===== config.mk =====
export PLATFORM = sky130hd
export DESIGN_NAME = superscalar_pipe_reg
export DESIGN_NICKNAME = d
export VERILOG_FILES = /design/src/rtl/pipe_pkg.sv /design/src/rtl/pipe_bundle_entry.sv /design/src/rtl/superscalar_pipe_reg.sv
export SDC_FILE = /design/constraint.sdc
export NUM_CORES = 1
export LEC_CHECK = 0
export CORE_ASPECT_RATIO = 0.7
export CORE_MARGIN = 5
export CORE_UTILIZATION = 27
export CTS_CLUSTER_SIZE = 30
export DETAILED_ROUTE_END_ITERATION = 10
export GPL_ROUTABILITY_DRIVEN = 0
export PLACE_DENSITY_LB_ADDON = 0.05
export SLEW_MARGIN = 25
export SYNTH_ARGS = -nofsm -noshare
export SYNTH_HDL_FRONTEND = slang
export SYNTH_SLANG_ARGS = --single-unit

===== constraint.sdc =====
create_clock -name clock -period 20.7 [get_ports clock]
set_input_delay 3.105 -clock clock [delete_from_list [all_inputs] [get_ports clock]]
set_output_delay 3.105 -clock clock [all_outputs]
set_load 0.1 [all_outputs]

===== src/rtl/pipe_pkg.sv =====
// Shared definitions for the superscalar pipeline register: NOP opcode,
// default opcode width and the occupancy/state encoding.
package pipe_pkg;

  localparam int          PIPE_OPC_W   = 4;
  localparam logic [3:0]  PIPE_NOP_OPC = 4'b1111;

  localparam logic [1:0]  ST_EMPTY = 2'd0;
  localparam logic [1:0]  ST_HALF  = 2'd1;
  localparam logic [1:0]  ST_FULL  = 2'd2;

  // State code doubles as the occupancy count.
  typedef enum logic [1:0] {
    S_EMPTY = ST_EMPTY,
    S_HALF  = ST_HALF,
    S_FULL  = ST_FULL
  } pipe_state_e;

endpackage


===== src/rtl/pipe_bundle_entry.sv =====
// Storage for one instruction bundle: per-lane valid, opcode and payload.
// Invalid lanes read back as NOP opcode and zero payload.
module pipe_bundle_entry
  import pipe_pkg::*;
#(
  parameter int                LANES     = 2,
  parameter int                PAYLOAD_W = 64,
  parameter int                OPC_W     = PIPE_OPC_W,
  parameter logic [OPC_W-1:0]  NOP_OPC   = OPC_W'(PIPE_NOP_OPC)
) (
  input  logic                       clock,
  input  logic                       reset,
  input  logic                       clear,
  input  logic                       load,
  input  logic [LANES-1:0]           load_valid,
  input  logic [LANES*OPC_W-1:0]     load_opcode,
  input  logic [LANES*PAYLOAD_W-1:0] load_payload,
  input  logic [LANES-1:0]           lane_clear,
  output logic [LANES-1:0]           valid,
  output logic [LANES*OPC_W-1:0]     opcode,
  output logic [LANES*PAYLOAD_W-1:0] payload
);

  logic [LANES-1:0]           valid_reg;
  logic [LANES*OPC_W-1:0]     opcode_reg;
  logic [LANES*PAYLOAD_W-1:0] payload_reg;

  // Load wins over a lane clear so a fresh bundle is never partially erased.
  always_ff @(posedge clock) begin
    if (reset || clear) begin
      valid_reg <= '0;
    end else if (load) begin
      valid_reg <= load_valid;
    end else begin
      valid_reg <= valid_reg & ~lane_clear;
    end
  end

  always_ff @(posedge clock) begin
    if (load) begin
      opcode_reg  <= load_opcode;
      payload_reg <= load_payload;
    end
  end

  // Reset also hides the contents combinationally, before the first edge lands.
  assign valid = valid_reg & {LANES{~reset}};

  generate
    for (genvar gi = 0; gi < LANES; gi++) begin : g_lane
      assign opcode[gi*OPC_W +: OPC_W] =
        valid[gi] ? opcode_reg[gi*OPC_W +: OPC_W] : NOP_OPC;
      assign payload[gi*PAYLOAD_W +: PAYLOAD_W] =
        valid[gi] ? payload_reg[gi*PAYLOAD_W +: PAYLOAD_W] : '0;
    end
  endgenerate

endmodule


===== src/rtl/superscalar_pipe_reg.sv =====
// Pipeline register for a LANES-wide instruction bundle with valid/ready
// handshake, 2-entry skid buffer, global flush and per-lane head squash.
module superscalar_pipe_reg
  import pipe_pkg::*;
#(
  parameter int                LANES     = 2,
  parameter int                PAYLOAD_W = 64,
  parameter int                OPC_W     = PIPE_OPC_W,
  parameter logic [OPC_W-1:0]  NOP_OPC   = OPC_W'(PIPE_NOP_OPC)
) (
  input  logic                       clock,
  input  logic                       reset,
  input  logic [LANES-1:0]           in_valid,
  input  logic [LANES*OPC_W-1:0]     in_opcode,
  input  logic [LANES*PAYLOAD_W-1:0] in_payload,
  output logic                       in_ready,
  output logic [LANES-1:0]           out_valid,
  output logic [LANES*OPC_W-1:0]     out_opcode,
  output logic [LANES*PAYLOAD_W-1:0] out_payload,
  input  logic                       out_ready,
  input  logic                       flush,
  input  logic [LANES-1:0]           squash,
  output logic [1:0]                 occupancy
);

  pipe_state_e state_reg, state_next;

  logic [LANES-1:0]           main_valid;
  logic [LANES-1:0]           skid_valid;
  logic [LANES*OPC_W-1:0]     skid_opcode;
  logic [LANES*PAYLOAD_W-1:0] skid_payload;

  logic                       main_load, main_from_skid, main_clear;
  logic                       skid_load, skid_clear;
  logic [LANES-1:0]           main_lane_clear;
  logic [LANES-1:0]           main_load_valid;
  logic [LANES*OPC_W-1:0]     main_load_opcode;
  logic [LANES*PAYLOAD_W-1:0] main_load_payload;

  logic in_fire, out_fire, squash_ok, squash_empties, head_leave;
  logic [LANES-1:0] squash_mask;

  assign in_ready  = (state_reg != S_FULL) && !reset;
  assign in_fire   = (|in_valid) && in_ready;
  assign out_valid = main_valid;
  assign out_fire  = (|main_valid) && out_ready;
  assign occupancy = reset ? 2'd0 : 2'(state_reg);

  // A squash on a bundle that is leaving anyway has nothing left to act on.
  assign squash_ok      = !flush && !out_fire;
  assign squash_mask    = squash_ok ? squash : '0;
  assign squash_empties = squash_ok && (state_reg != S_EMPTY) &&
                          (|main_valid) && ((main_valid & ~squash) == '0);
  assign head_leave     = out_fire || squash_empties;

  always_ff @(posedge clock) begin
    if (reset) begin
      state_reg <= S_EMPTY;
    end else begin
      state_reg <= state_next;
    end
  end

  always_comb begin
    state_next      = state_reg;
    main_load       = 1'b0;
    main_from_skid  = 1'b0;
    main_clear      = 1'b0;
    skid_load       = 1'b0;
    skid_clear      = 1'b0;
    main_lane_clear = '0;
    if (flush) begin
      state_next = S_EMPTY;
      main_clear = 1'b1;
      skid_clear = 1'b1;
    end else begin
      case (state_reg)
        S_EMPTY: begin
          if (in_fire) begin
            main_load  = 1'b1;
            state_next = S_HALF;
          end
        end
        S_HALF: begin
          main_lane_clear = squash_mask;
          if (head_leave && in_fire) begin
            main_load = 1'b1;
          end else if (in_fire) begin
            skid_load  = 1'b1;
            state_next = S_FULL;
          end else if (head_leave) begin
            main_clear = 1'b1;
            state_next = S_EMPTY;
          end
        end
        S_FULL: begin
          main_lane_clear = squash_mask;
          if (head_leave) begin
            main_load      = 1'b1;
            main_from_skid = 1'b1;
            skid_clear     = 1'b1;
            state_next     = S_HALF;
          end
        end
        default: begin
          state_next = S_EMPTY;
          main_clear = 1'b1;
          skid_clear = 1'b1;
        end
      endcase
    end
  end

  assign main_load_valid   = main_from_skid ? skid_valid   : in_valid;
  assign main_load_opcode  = main_from_skid ? skid_opcode  : in_opcode;
  assign main_load_payload = main_from_skid ? skid_payload : in_payload;

  pipe_bundle_entry #(
    .LANES     (LANES),
    .PAYLOAD_W (PAYLOAD_W),
    .OPC_W     (OPC_W),
    .NOP_OPC   (NOP_OPC)
  ) u_main (
    .clock        (clock),
    .reset        (reset),
    .clear        (main_clear),
    .load         (main_load),
    .load_valid   (main_load_valid),
    .load_opcode  (main_load_opcode),
    .load_payload (main_load_payload),
    .lane_clear   (main_lane_clear),
    .valid        (main_valid),
    .opcode       (out_opcode),
    .payload      (out_payload)
  );

  pipe_bundle_entry #(
    .LANES     (LANES),
    .PAYLOAD_W (PAYLOAD_W),
    .OPC_W     (OPC_W),
    .NOP_OPC   (NOP_OPC)
  ) u_skid (
    .clock        (clock),
    .reset        (reset),
    .clear        (skid_clear),
    .load         (skid_load),
    .load_valid   (in_valid),
    .load_opcode  (in_opcode),
    .load_payload (in_payload),
    .lane_clear   ({LANES{1'b0}}),
    .valid        (skid_valid),
    .opcode       (skid_opcode),
    .payload      (skid_payload)
  );

endmodule


# After elaboration in Yosys (flattened, before gate mapping)
# Cells that the tools add are included.
word_totals:
  ff_bits: 278
  elab_cells: 83
  input_bits: 144
  out_inout_bits: 141
op_classes:
  n_reduce_logical: 24
  bitwise_logic: 7
  muxes: 38
  eq_ne: 7
op_table:
  columns: ["operator", "n"]
  rows:
  - ["2-to-1 mux 64 bit", 4]
  - ["2-to-1 mux 128 bit", 1]
  - ["2-to-1 mux 2 bit", 11]
  - ["2-to-1 mux 4 bit", 4]
  - ["2-to-1 mux 1 bit", 13]
  - ["OR reduction 2 bit", 6]
  - ["AND 2 bit", 4]
  - ["logical AND 1 bit", 8]
  - ["2-to-1 mux 8 bit", 1]
  - ["inequality test 2 bit (second input constant)", 4]
  - ["one-hot mux 2 bit (3 select lines)", 1]
  - ["zero test 2 bit", 2]
  - ["NOT 2 bit", 2]
  - ["one-hot mux 1 bit (2 select lines)", 2]
  - ["AND reduction 4 bit", 1]
  - ["zero test 1 bit", 3]
  - ["logical OR 1 bit", 3]
  - ["inequality test 3 bit (second input constant)", 1]
  - ["one-hot mux 1 bit (3 select lines)", 1]
  - ["== test 2 x 1 -> 1 bit (second input constant)", 1]
  - ["== test 2 bit (second input constant)", 1]
  - ["nonzero test 2 bit", 1]
  - ["NOT 1 bit", 1]

# Longest topological paths before layout
depth:
  ltp_word: 16
  mapped_depth: 10
  depth_no_buf: 7

# Cells and area by module
# From an unflattened synthesis, not the netlist that was laid out.
hier_totals:
  cells_unflattened: 790
  hier_area_um2: 12296.8
modules_own_cells:
  columns: ["mod", "cells_each", "instances", "area_each_um2"]
  rows:
  - ["pipe_bundle_entry", 296, 2, 5109.9]
  - ["superscalar_pipe_reg", 198, 1, 2077.0]

# Worst setup path before layout
# OpenSTA, ideal clock, no wires.
synth_timing:
  kind: "in2reg"
  from: "input reset"
  to: "register u_skid.valid_reg[0]"
  t_arrival_ps: 8535
  required_ps: 20579
  stages: 6
  path_slack_ps: 12045
  setup_time_ps: 121
  cell_sequence: "buf_6 o21bai_1 nor3b_2 nor4b_4 mux2i_1 nor2_1"
synth_via:
  elab_chain_len: 14
synth_lines:
  columns: ["element", "line", "source"]
  rows:
  - ["start, declared", "superscalar_pipe_reg.sv:12", "input logic reset,"]
  - ["NOT 1 bit", "pipe_bundle_entry.sv:47", "assign valid = valid_reg & {LANES{~reset}};"]
  - ["AND 2 bit", "pipe_bundle_entry.sv:47", null]
  - ["OR reduction 2 bit", "superscalar_pipe_reg.sv:46, superscalar_pipe_reg.sv:53", null]
  - ["logical AND 1 bit", "superscalar_pipe_reg.sv:46", "assign out_fire = (|main_valid) && out_ready;"]
  - ["zero test 1 bit", "superscalar_pipe_reg.sv:50", "assign squash_ok = !flush && !out_fire;"]
  - ["logical AND 1 bit", "superscalar_pipe_reg.sv:50", null]
  - ["logical AND 1 bit (2 in a row)", "superscalar_pipe_reg.sv:52", "assign squash_empties = squash_ok && (state_reg != S_EMPTY) &&"]
  - ["logical AND 1 bit", "superscalar_pipe_reg.sv:53", "(|main_valid) && ((main_valid & ~squash) == '0);"]
  - ["logical OR 1 bit", "superscalar_pipe_reg.sv:54", "assign head_leave = out_fire || squash_empties;"]
  - ["logical AND 1 bit", "superscalar_pipe_reg.sv:86", "if (head_leave && in_fire) begin"]
  - ["2-to-1 mux 1 bit (*)", "superscalar_pipe_reg.sv:86", null]
  - ["2-to-1 mux 1 bit (*)", "superscalar_pipe_reg.sv:77", "case (state_reg)"]
  - ["2-to-1 mux 1 bit (*)", "superscalar_pipe_reg.sv:72", "if (flush) begin"]
  - ["named net skid_load", "superscalar_pipe_reg.sv:34", "logic skid_load, skid_clear;"]
  - ["end signal, assigned", "pipe_bundle_entry.sv:33", "valid_reg <= load_valid;"]
  - ["end signal, assigned", "pipe_bundle_entry.sv:35", "valid_reg <= valid_reg & ~lane_clear;"]
  - ["end, declared", "pipe_bundle_entry.sv:24", "logic [LANES-1:0] valid_reg;"]
# The timed path passes the listed nets; every way through them passes the cells marked *.
# A chain may end at the register's enable or synchronous reset.

# Worst setup path in the final report
layout_timing:
  from: "input reset"
  to: "output out_payload[60]"
layout_via:
  elab_chain_len: 3
layout_lines:
  columns: ["element", "line", "source"]
  rows:
  - ["NOT 1 bit", "pipe_bundle_entry.sv:47", null]
  - ["AND 2 bit", "pipe_bundle_entry.sv:47", null]
  - ["2-to-1 mux 64 bit", "pipe_bundle_entry.sv:54", "valid[gi] ? payload_reg[gi*PAYLOAD_W +: PAYLOAD_W] : '0;"]
  - ["end, declared", "superscalar_pipe_reg.sv:19", "output logic [LANES*PAYLOAD_W-1:0] out_payload,"]
# No other way between the ends.

==> impl_metrics.json <==
{
  "critPathLaunch": "reset",
  "status": "finished clean",
  "seqCellArea_sq_mm": 0.008290,
  "hold_violations": 0,
  "insertion_delay_ns": 0.56,
  "setup_violations": 0,
  "startpoint_type": "input pin",
  "layout.cells.non_filler": 1782,
  "ys_seq_area_share_pct": 71.20,
  "postRouteWirelength_microns": 31460,
  "slew_headroom_pct": 28.98,
  "path_class": "input pin to primary output",
  "min_path_cells": 2,
  "syn_avg_cell_area_sq_um": 12.33,
  "cp_data_required_time_ns": 17.59,
  "cellLeakagePower_nw": 5.333,
  "drtIter0Drc": 354,
  "n_antenna_cell": 0,
  "layout_commonest_cell": "clkdlybuf4s50_1",
  "synth_nets": 1092,
  "cpPeakStageDelay_ns": 1.16,
  "n_fill_cell": 4156,
  "fp.dieW_microns": 258.2,
  "final.period_utilization_pct": 44.39,
  "cp_slowest_cell": "clkdlybuf4s50_1",
  "root_buffer": "clkbuf_16",
  "worst_hold_slack_ns": 0.5682,
  "synth-seq-cells": 278,
  "ys_types": 31,
  "die_h_microns": 183.7,
  "drc_errors": 0,
  "max_freq_mhz": 108.8,
  "reg2reg_depth": 8,
  "nets": 1358,
  "dp_cells": 1727,
  "cpMostUsedCell": "clkdlybuf4s50_1",
  "core_area_sq_mm": 0.04249,
  "multiInputGateArea_sq_mm": 0.003052,
  "detail_route.wl_per_cell_microns": 17.65,
  "rr_startpoint": "state_reg[1]",
  "grt_overflow": 0,
  "start_util_pct": 27.40,
  "min_period_ns": 9.188,
  "clock_sinks": 278,
  "r2r_end": "u_main.valid_reg[1]",
  "detail-route-antenna-nets": 0,
  "cp_data_arrival_time_ns": 6.08,
  "grt_pass1_wl_microns": 47960,
  "hold_buffers": 0,
  "drive_above_1_share_pct": 5.285,
  "ir_drop_v": 0.00005620,
  "synth_area_sq_mm": 0.01164,
  "tightestPinTransition_ns": 1.062,
  "hold_path_end": "u_main.payload_reg[93]",
  "cts.clk_slew.worst_paths_ns": 0.06,
  "grt_max_degree": 139,
  "clock-skew-final_ns": 0.007508,
  "cts_buffer_depth": 3,
  "grt_pass1_vias": 7727,
  "ctsHtreeMaxLevel": 1,
  "dr_total_vias": 7534,
  "via_per_inst": 4.228,
  "dp_hpwl_microns": 19810,
  "holdCritStartpoint": "u_skid.payload_reg[93]",
  "maxCapViolCount": 0,
  "die_area_sq_mm": 0.04743,
  "regToRegSetupSlack_ns": 17.34,
  "grt.total_usage_pct": 12.85,
  "port_buffers": 284,
  "cts_setup_buffers": 0,
  "slew_viol_final": 0,
  "post_cts_resized": 0,
  "mostFrequentLayoutCells": "283 x clkdlybuf4s50_1, 272 x edfxtp_1, 265 x nand2_1",
  "yosysWarnings": 0,
  "firstDrtPassIters": 5,
  "hp-class": "flip-flop to flip-flop",
  "worstSetupEndpointType": "primary output",
  "rsz0062_at_grt": "no",
  "area_delta_synth_final_pct": 36.96,
  "antenna_found_initial": 0,
  "path_cells": "clkdlybuf4s50_1 > nor2b_4 > buf_4 > and2_1 > clkdlybuf4s50_1",
  "fin_setup_tns_ns": 0,
  "io_pins": 285,
  "rows": 63,
  "worstPathMaxFanout": 64,
  "p_per_area_mw_per_mm2": 76.51,
  "syn-instance-count": 944,
  "cts_tree": "yes",
  "cts_made_buffers": 31
}
kinds of logic (layout without fill, tap and decap cells):
| kind of cell | Yosys count | count (layout) | synth area share, % |
|---|---|---|---|
| AO/OA/AOI/OAI | 155 | 155 | 7.127 |
| XOR/XNOR | 1 | 1 | 0.07526 |
| adder cells (fa/ha/maj) | 4 | 4 | 0.4300 |
| buffers and inverters | 64 | 350 | 2.859 |
| flip-flops | 278 | 278 | 71.20 |
| multiplexers | 5 | 5 | 0.4300 |
| AND/OR/NAND/NOR | 437 | 437 | 17.88 |
where the power goes:
| group | internal (mW) | switching [mW] | leakage [nW] | total (mW) |
|---|---|---|---|---|
| clock | 0.295 | 0.222 | 0.448 | 0.518 |
| sequential | 0.629 | 0.00247 | 2.51 | 0.632 |
| combinational | 0.0345 | 0.0355 | 2.38 | 0.0701 |
worst max-delay path, delay by kind of cell:
family	cells	cell delay, ns
buffers and inverters	3	2.33
and+or+nand+nor	2	0.58
worst max-delay path by stage:
stage,to,cells after the start,slack (ns)
floorplan,u_skid.valid_reg[0],6,12.04
global placement,out_payload[60],5,11.49
detailed placement,out_payload[60],5,11.43
CTS,out_payload[60],5,11.43
global route,out_payload[60],5,11.32
finish,out_payload[60],5,11.51
per-layer routing:
layer / up-vias / share of wire (%) / GRT usage (%)
met4: 0 / 2.0 / 2.561
met1: 3515 / 44 / 17.05
met2: 164 / 49 / 21.93
met3: 47 / 4.5 / 2.856
met5: - / 0 / 0
li1: 3808 / - / -
stage by stage:
stage | worst slack (ns) | util, % | total power [mW] | cell area, sq um
4_1_cts | 11.43 | 37.39 | 1.245 | 15890
5_1_grt | 11.32 | 37.52 | 1.273 | 15940
2_1_floorplan | 12.04 | - | 0.6737 | 11640
6_report | 11.51 | 37.52 | 1.220 | 15940
3_5_place_dp | 11.43 | 35.21 | 0.7144 | 14960
3_3_place_gp | 11.49 | 35.22 | 0.7142 | 14960
final cells by class:
cell class | count | share of cell area [%]
well taps | 552 | 4.332
inverters | 2 | 0.04709
flip-flops and latches | 278 | 52.01
clock inverters | 18 | 0.8634
clock buffers | 35 | 4.960
repair buffers | 295 | 18.65
multi-input cells | 602 | 19.14
synth_stat cells:
| cell type | count | share of area (%) |
|---|---|---|
| edfxtp_1 | 272 | 70 |
| nand2_1 | 265 | 8.5 |
| and2_1 | 128 | 6.9 |
| o21ai_1 | 100 | 4.3 |
| clkbuf_1 | 40 | 1.3 |
| o21ai_0 | 37 | 1.6 |
| nor2b_1 | 12 | 0.64 |
| buf_2 | 11 | 0.47 |
| nor2_1 | 11 | 0.35 |
| buf_6 | 10 | 0.97 |
| nand2b_1 | 9 | 0.48 |
| a21oi_1 | 6 | 0.26 |
| dfxtp_1 | 6 | 1.0 |
| a211oi_1 | 5 | 0.32 |
| mux2i_1 | 5 | 0.43 |
| ha_1 | 4 | 0.43 |
| o21bai_1 | 3 | 0.19 |
| or2_2 | 3 | 0.16 |
| inv_1 | 2 | 0.065 |
| nor4_1 | 2 | 0.11 |
| o211ai_1 | 2 | 0.13 |
| or4bb_1 | 2 | 0.19 |
| buf_4 | 1 | 0.065 |
| nand3_1 | 1 | 0.043 |
| nand3_2 | 1 | 0.086 |
| nor3b_1 | 1 | 0.065 |
| nor3b_2 | 1 | 0.11 |
| nor4b_4 | 1 | 0.20 |
| o311a_2 | 1 | 0.097 |
| o32ai_4 | 1 | 0.24 |
| xor2_1 | 1 | 0.075 |
(Power assumes the default switching activity.)
